==> src/rtl/adrv9001_spi_pkg.sv <==
// Shared definitions for the ADRV9001 SPI master: FSM states, TX entry layout
// and SPI mode constants.
package adrv9001_spi_pkg;

  typedef enum logic [2:0] {
    ST_IDLE  = 3'd0,
    ST_SETUP = 3'd1,
    ST_SHIFT = 3'd2,
    ST_GAP   = 3'd3,
    ST_HOLD  = 3'd4,
    ST_DESEL = 3'd5
  } spi_state_t;

  // TX FIFO entry: {enable, data}; enable=1 keeps CSn low after this byte
  localparam int unsigned TX_W        = 9;
  localparam int unsigned RX_W        = 8;
  localparam int unsigned TX_EN_BIT   = 8;
  localparam int unsigned TX_DATA_MSB = 7;
  localparam int unsigned TX_DATA_LSB = 0;

  // Mode 0: SCLK idles low, data sampled on the rising edge
  localparam logic SPI_CPOL   = 1'b0;
  localparam logic CSN_IDLE   = 1'b1;
  localparam logic CSN_ACTIVE = 1'b0;

  function automatic logic [TX_W-1:0] tx_entry(input logic en, input logic [7:0] data);
    return {en, data};
  endfunction

endpackage

==> src/rtl/adrv9001_sync_fifo.sv <==
// Synchronous first-word-fall-through FIFO with registered full/empty flags.
module adrv9001_sync_fifo #(
  parameter int unsigned WIDTH = 8,
  parameter int unsigned DEPTH = 16
) (
  input  logic             clk,
  input  logic             rst,
  input  logic [WIDTH-1:0] wr_data,
  input  logic             wr_en,
  output logic             full,
  input  logic             rd_en,
  output logic [WIDTH-1:0] rd_data,
  output logic             empty
);

  localparam int unsigned AW = $clog2(DEPTH);
  localparam logic [AW:0] COUNT_FULL_M1 = (AW+1)'(DEPTH - 1);
  localparam logic [AW:0] COUNT_ONE     = (AW+1)'(1);

  logic [WIDTH-1:0] mem [DEPTH];
  logic [AW-1:0]    wr_ptr;
  logic [AW-1:0]    rd_ptr;
  logic [AW:0]      count;
  logic             do_wr;
  logic             do_rd;

  // Flags are registered, so a push on a full FIFO is refused even if a pop
  // frees a slot in the same cycle.
  assign do_wr   = wr_en && !full;
  assign do_rd   = rd_en && !empty;
  assign rd_data = mem[rd_ptr];

  always_ff @(posedge clk) begin
    if (do_wr) mem[wr_ptr] <= wr_data;
  end

  always_ff @(posedge clk or posedge rst) begin
    if (rst) begin
      wr_ptr <= '0;
      rd_ptr <= '0;
      count  <= '0;
      full   <= 1'b0;
      empty  <= 1'b1;
    end else begin
      if (do_wr) wr_ptr <= wr_ptr + AW'(1);
      if (do_rd) rd_ptr <= rd_ptr + AW'(1);
      case ({do_wr, do_rd})
        2'b10: begin
          count <= count + COUNT_ONE;
          full  <= (count == COUNT_FULL_M1);
          empty <= 1'b0;
        end
        2'b01: begin
          count <= count - COUNT_ONE;
          full  <= 1'b0;
          empty <= (count == COUNT_ONE);
        end
        default: ;
      endcase
    end
  end

endmodule

==> src/rtl/adrv9001_spi_master.sv <==
// SPI mode-0 master for the ADRV9001 control port: buffered TX bytes are
// shifted out MSB first, and every received byte is returned through an RX FIFO.
module adrv9001_spi_master
  import adrv9001_spi_pkg::*;
#(
  parameter int unsigned CLK_DIV    = 4,
  parameter int unsigned FIFO_DEPTH = 16,
  parameter int unsigned CS_SETUP   = 2,
  parameter int unsigned CS_HOLD    = 2,
  parameter int unsigned CS_IDLE    = 4
) (
  input  logic       s_axi_aclk,
  input  logic       s_axi_areset,
  input  logic [7:0] mspi_axis_tdata,
  input  logic       mspi_axis_tvalid,
  input  logic       mspi_axis_enable,
  output logic       mspi_axis_tready,
  output logic [7:0] sspi_axis_tdata,
  output logic       sspi_axis_tvalid,
  input  logic       sspi_axis_tready,
  output logic       spi_clk,
  output logic       spi_csn,
  output logic       spi_mosi,
  input  logic       spi_miso,
  output logic       busy,
  output logic       tx_overflow,
  output logic       rx_overflow
);

  localparam int unsigned CW = 16;
  localparam logic [CW-1:0] SETUP_LAST = CW'(CS_SETUP - 1);
  localparam logic [CW-1:0] HOLD_LAST  = CW'(CS_HOLD - 1);
  localparam logic [CW-1:0] IDLE_LAST  = CW'(CS_IDLE - 1);
  localparam logic [CW-1:0] RISE_AT    = CW'(CLK_DIV - 1);
  localparam logic [CW-1:0] FALL_AT    = CW'(2 * CLK_DIV - 1);

  spi_state_t       state;
  logic [CW-1:0]    cnt;
  logic [2:0]       bit_cnt;
  logic [7:0]       tx_sr;
  logic [7:0]       rx_sr;
  logic             hold_cs;
  logic             rx_push;
  logic [7:0]       rx_byte;

  logic [TX_W-1:0]  tx_head;
  logic             tx_full;
  logic             tx_empty;
  logic             tx_pop;
  logic             rx_full;
  logic             rx_empty;

  assign mspi_axis_tready = !tx_full;
  assign sspi_axis_tvalid = !rx_empty;

  adrv9001_sync_fifo #(
    .WIDTH (TX_W),
    .DEPTH (FIFO_DEPTH)
  ) u_tx_fifo (
    .clk     (s_axi_aclk),
    .rst     (s_axi_areset),
    .wr_data (tx_entry(mspi_axis_enable, mspi_axis_tdata)),
    .wr_en   (mspi_axis_tvalid),
    .full    (tx_full),
    .rd_en   (tx_pop),
    .rd_data (tx_head),
    .empty   (tx_empty)
  );

  adrv9001_sync_fifo #(
    .WIDTH (RX_W),
    .DEPTH (FIFO_DEPTH)
  ) u_rx_fifo (
    .clk     (s_axi_aclk),
    .rst     (s_axi_areset),
    .wr_data (rx_byte),
    .wr_en   (rx_push),
    .full    (rx_full),
    .rd_en   (sspi_axis_tready),
    .rd_data (sspi_axis_tdata),
    .empty   (rx_empty)
  );

  // GAP must keep SCLK low for at least one half-period before the next byte
  always_comb begin
    tx_pop = 1'b0;
    case (state)
      ST_IDLE: tx_pop = !tx_empty;
      ST_GAP:  tx_pop = !tx_empty && (cnt >= RISE_AT);
      default: tx_pop = 1'b0;
    endcase
  end

  always_ff @(posedge s_axi_aclk or posedge s_axi_areset) begin
    if (s_axi_areset) begin
      state    <= ST_IDLE;
      cnt      <= '0;
      bit_cnt  <= '0;
      tx_sr    <= '0;
      rx_sr    <= '0;
      hold_cs  <= 1'b0;
      rx_push  <= 1'b0;
      rx_byte  <= '0;
      spi_clk  <= SPI_CPOL;
      spi_csn  <= CSN_IDLE;
      spi_mosi <= 1'b0;
      busy     <= 1'b0;
    end else begin
      rx_push <= 1'b0;
      case (state)
        ST_IDLE: begin
          if (tx_pop) begin
            tx_sr    <= tx_head[TX_DATA_MSB:TX_DATA_LSB];
            hold_cs  <= tx_head[TX_EN_BIT];
            spi_mosi <= tx_head[TX_DATA_MSB];
            spi_csn  <= CSN_ACTIVE;
            busy     <= 1'b1;
            cnt      <= '0;
            state    <= ST_SETUP;
          end
        end

        ST_SETUP: begin
          if (cnt == SETUP_LAST) begin
            cnt     <= '0;
            bit_cnt <= '0;
            state   <= ST_SHIFT;
          end else begin
            cnt <= cnt + CW'(1);
          end
        end

        ST_SHIFT: begin
          if (cnt == RISE_AT) begin
            spi_clk <= ~SPI_CPOL;
            rx_sr   <= {rx_sr[6:0], spi_miso};
            cnt     <= cnt + CW'(1);
          end else if (cnt == FALL_AT) begin
            spi_clk  <= SPI_CPOL;
            cnt      <= '0;
            tx_sr    <= {tx_sr[6:0], 1'b0};
            spi_mosi <= tx_sr[6];
            bit_cnt  <= bit_cnt + 3'd1;
            if (bit_cnt == 3'd7) begin
              rx_push <= 1'b1;
              rx_byte <= rx_sr;
              state   <= hold_cs ? ST_GAP : ST_HOLD;
            end
          end else begin
            cnt <= cnt + CW'(1);
          end
        end

        ST_GAP: begin
          if (tx_pop) begin
            tx_sr    <= tx_head[TX_DATA_MSB:TX_DATA_LSB];
            hold_cs  <= tx_head[TX_EN_BIT];
            spi_mosi <= tx_head[TX_DATA_MSB];
            bit_cnt  <= '0;
            cnt      <= '0;
            state    <= ST_SHIFT;
          end else if (cnt < RISE_AT) begin
            cnt <= cnt + CW'(1);
          end
        end

        ST_HOLD: begin
          if (cnt == HOLD_LAST) begin
            spi_csn <= CSN_IDLE;
            cnt     <= '0;
            state   <= ST_DESEL;
          end else begin
            cnt <= cnt + CW'(1);
          end
        end

        ST_DESEL: begin
          if (cnt == IDLE_LAST) begin
            busy  <= 1'b0;
            cnt   <= '0;
            state <= ST_IDLE;
          end else begin
            cnt <= cnt + CW'(1);
          end
        end

        default: state <= ST_IDLE;
      endcase
    end
  end

  always_ff @(posedge s_axi_aclk or posedge s_axi_areset) begin
    if (s_axi_areset) begin
      tx_overflow <= 1'b0;
      rx_overflow <= 1'b0;
    end else begin
      if (mspi_axis_tvalid && tx_full) tx_overflow <= 1'b1;
      if (rx_push && rx_full)          rx_overflow <= 1'b1;
    end
  end

endmodule

==> config.mk <==
export PLATFORM = sky130hd
export DESIGN_NAME = adrv9001_spi_master
export DESIGN_NICKNAME = d
export VERILOG_FILES = /design/src/rtl/adrv9001_spi_pkg.sv /design/src/rtl/adrv9001_sync_fifo.sv /design/src/rtl/adrv9001_spi_master.sv
export SDC_FILE = /design/constraint.sdc
export NUM_CORES = 1
export LEC_CHECK = 0
export ABC_AREA = 1
export BUFFER_PORTS_ARGS = -buffer_cell sky130_fd_sc_hd__buf_2
export CORE_MARGIN = 5
export CORE_UTILIZATION = 35
export DETAILED_ROUTE_END_ITERATION = 10
export HOLD_SLACK_MARGIN = 0.1
export PLACE_DENSITY = 0.52
export SLEW_MARGIN = 20
export SYNTH_ARGS = -nofsm -noshare
export SYNTH_HDL_FRONTEND = slang
export SYNTH_SLANG_ARGS = --single-unit
export TNS_END_PERCENT = 50
==> constraint.sdc <==
create_clock -name s_axi_aclk -period 7.1 [get_ports s_axi_aclk]
set_input_delay 1.42 -clock s_axi_aclk [delete_from_list [all_inputs] [get_ports s_axi_aclk]]
set_output_delay 1.42 -clock s_axi_aclk [all_outputs]
set_load 0.02 [all_outputs]
==> metrics.cfg <==
[global_route]
antenna_found_initial = 0
grt_pass1_vias = 10100
grt_overflow_total = 0
grtUsageTotal_pct = 15.4
grt_max_degree = 78
grt_pass1_wl_mm = 58.6

[detailed_routing]
drc = 0
drtIter0Drc = 819
drt-wirelength-per-cell_um = 17.7
ant_nets = 0
drt_pre_antenna_iters = 4
vias = 10400
via_per_inst = 4.98
totalWireLength_mm = 37.0

[sta]
worst_slew_pin_slew_ps = 1040
setup_viol = 0
max_clock_freq_mhz = 226
post-route-period-util_pct = 62.4
relSlewSlack_pct = 30.6
hold_viol = 0
skew_ps = 22.5
fin_ws_ps = 2670
tns_ps = 0
drv_slew = 0
fin_crit_ps = 4430
worst_hold_slack_ps = 459
rsz0062_at_grt = false

[die]
core_sq_mm = 0.0439
die_y_um = 220
initial_core_util_pct = 35.2
rows = 77
die_area_sq_mm = 0.0485
die_w_um = 220
io_pins = 30

[final_layout]
diodes = 0
stdcell_count = 2084
drive_gt1_share_pct = 9.18
nets = 1500
multi_input_area_sq_mm = 0.00462
final_common_cell = edfxtp_1
seqCellArea_sq_mm = 0.0103
design_area_sq_mm = 0.0175
fillers = 4292
mostFrequentLayoutCells = edfxtp_1, nor2_1, nand2_1
area_delta_synth_final_pct = 13.0

[logic_synthesis]
synth_nets = 1475
async_flop_share_pct = 23.4
ys_seq_elements = 355
avgSynthCellArea_sq_um = 10.8
syn_area_sq_mm = 0.0155
synth_seq_area_share_pct = 66.3
yosys_warnings = 0
synthCells = 1436
synth_cell_type_count = 43
synth_ff_type = edfxtp_1
synth_edf_count = 272

[outcome]
outcome = complete, no violations

[placed_design]
place_congestion = 0.839
post-place-ws_ps = 3280
placedCellCount = 2011
dpl-instance-area_sq_mm = 0.0162
dp_hpwl_mm = 22.5
port_buffers = 29

[cts]
htreeDepth = 2
ctsResizeCount = 0
cts_hold_buf = 0
cts_root_buf = clkbuf_16
numCtsBuffers = 40
cts_setup_buffers = 0
path_clk_slew_ps = 60
insertion_delay_ps = 560
cts_tree = built
clockBufferDepth = 3
cts.sinks = 355

[flow_run]
cap_violations = 0

[worst_setup_path]
timing.rr.end = u_tx_fifo.count[3]$_DFFE_PP0P_
r2r_start = state[0]$_DFFE_PP0P_
crit_arrival_ps = 3010
critPathMaxFanout = 35
reg2reg_depth = 11
r2r_setup_slack_ps = 4420
crit_required_ps = 5680
start_kind = flip-flop
worst-setup-path-type = flip-flop to output pin
critPathCaptureType = output pin

[power]
p_leak_uw = 0.00614
ir_drop_v = 0.000144
p_per_area_mw_per_mm2 = 303

[worst_hold_path]
min_path_cells = 1
min_to = tx_overflow$_DFFE_PP0P_
min-delay-start = tx_overflow$_DFFE_PP0P_
hold_class = flip-flop to flip-flop

## power breakdown
| group | internal (uW) | switching, uW | leakage (uW) |
|---|---|---|---|
| Clock | 1150 | 834 | 0.000603 |
| Combinational | 245 | 633 | 0.00232 |
| Sequential | 2370 | 67.1 | 0.00322 |
| Total | 3760 | 1530 | 0.00614 |
## critical path, stage by stage (launching register included)
cell and delay [ps]:
dfrtp_1 360, buf_4 250, inv_1 790, o21ai_0 210
o22ai_1 170, o21ai_0 100, o21ai_0 290, buf_2 230
## flip-flops by register name, summed over array words and instances, names as in the netlist, 3 cells and up
signal            cells
u_tx_fifo.mem       144
u_rx_fifo.mem       128
cnt                  16
rx_byte               8
rx_sr                 8
tx_sr                 7
u_rx_fifo.count       5
u_tx_fifo.count       5
u_rx_fifo.rd_ptr      4
u_rx_fifo.wr_ptr      4
u_tx_fifo.rd_ptr      4
u_tx_fifo.wr_ptr      4
bit_cnt               3
state                 3
## metal layers
layer | up-vias | global-route usage (%) | routed length [um]
met5 | - | 0 | 0
met1 | 5014 | 21.7 | 17100
met4 | 0 | 4.74 | 932
met2 | 262 | 24.4 | 16800
met3 | 67 | 2.93 | 2070
li1 | 5042 | - | -
## cell usage after synthesis, types with 6 or more instances
cell type  number  area share [%]
a21oi_1         7            0.23
buf_2          16            0.52
clkbuf_1       38            0.92
dfrtp_1        80              13
edfxtp_1      272              53
ha_1           25             2.0
inv_1          79             1.9
inv_2           7            0.17
nand2_1       203             4.9
nand3_1       103             3.3
nand4_1        11            0.44
nor2_1        268             6.5
nor3_1          6            0.19
o211ai_1       27             1.3
o21ai_0       185             6.0
o21ai_1        10            0.32
o221ai_1       10            0.57
o22ai_1        20            0.81
xor2_1         22             1.2
## worst max-delay path by stage
stage,from,endpoint,slack [ps],cells past startpoint
2_1_floorplan,s_axi_areset,bit_cnt[0]$_DFFE_PP0P_,3550,1
3_3_place_gp,u_rx_fifo.rd_ptr[1]$_DFFE_PP0P_,sspi_axis_tdata[2],3310,7
3_5_place_dp,u_rx_fifo.rd_ptr[1]$_DFFE_PP0P_,sspi_axis_tdata[1],3280,7
4_1_cts,u_rx_fifo.rd_ptr[1]$_DFFE_PP0P_,sspi_axis_tdata[1],2660,7
5_1_grt,u_rx_fifo.rd_ptr[1]$_DFFE_PP0P_,sspi_axis_tdata[1],2430,7
6_report,u_rx_fifo.rd_ptr[1]$_DFFE_PP0P_,sspi_axis_tdata[1],2670,7
## layout make-up
class,instances,share of cell area (%)
Sequential cell,355,58.7
Tap cell,592,4.24
Multi-Input combinational cell,930,26.4
Clock inverter,16,0.974
Clock buffer,57,6.21
Inverter,89,1.93
Timing Repair Buffer,45,1.54
## through the flow
step	power [uW]	util, %
floorplan	3060	-
global placement	3350	36.9
detailed placement	3360	36.9
CTS	5360	39.8
global route	5560	39.8
finish	5300	39.8
## logic make-up after synthesis
kind of cell,share of synthesized area (%)
buffers and inverters,3.92
flip-flops,66.3
AND/OR/NAND/NOR,16.6
adder cells (fa/ha/maj),2.02
AO/OA/AOI/OAI,9.67
multiplexers,0.0728
XOR/XNOR,1.42
(Power assumes the default switching activity.)
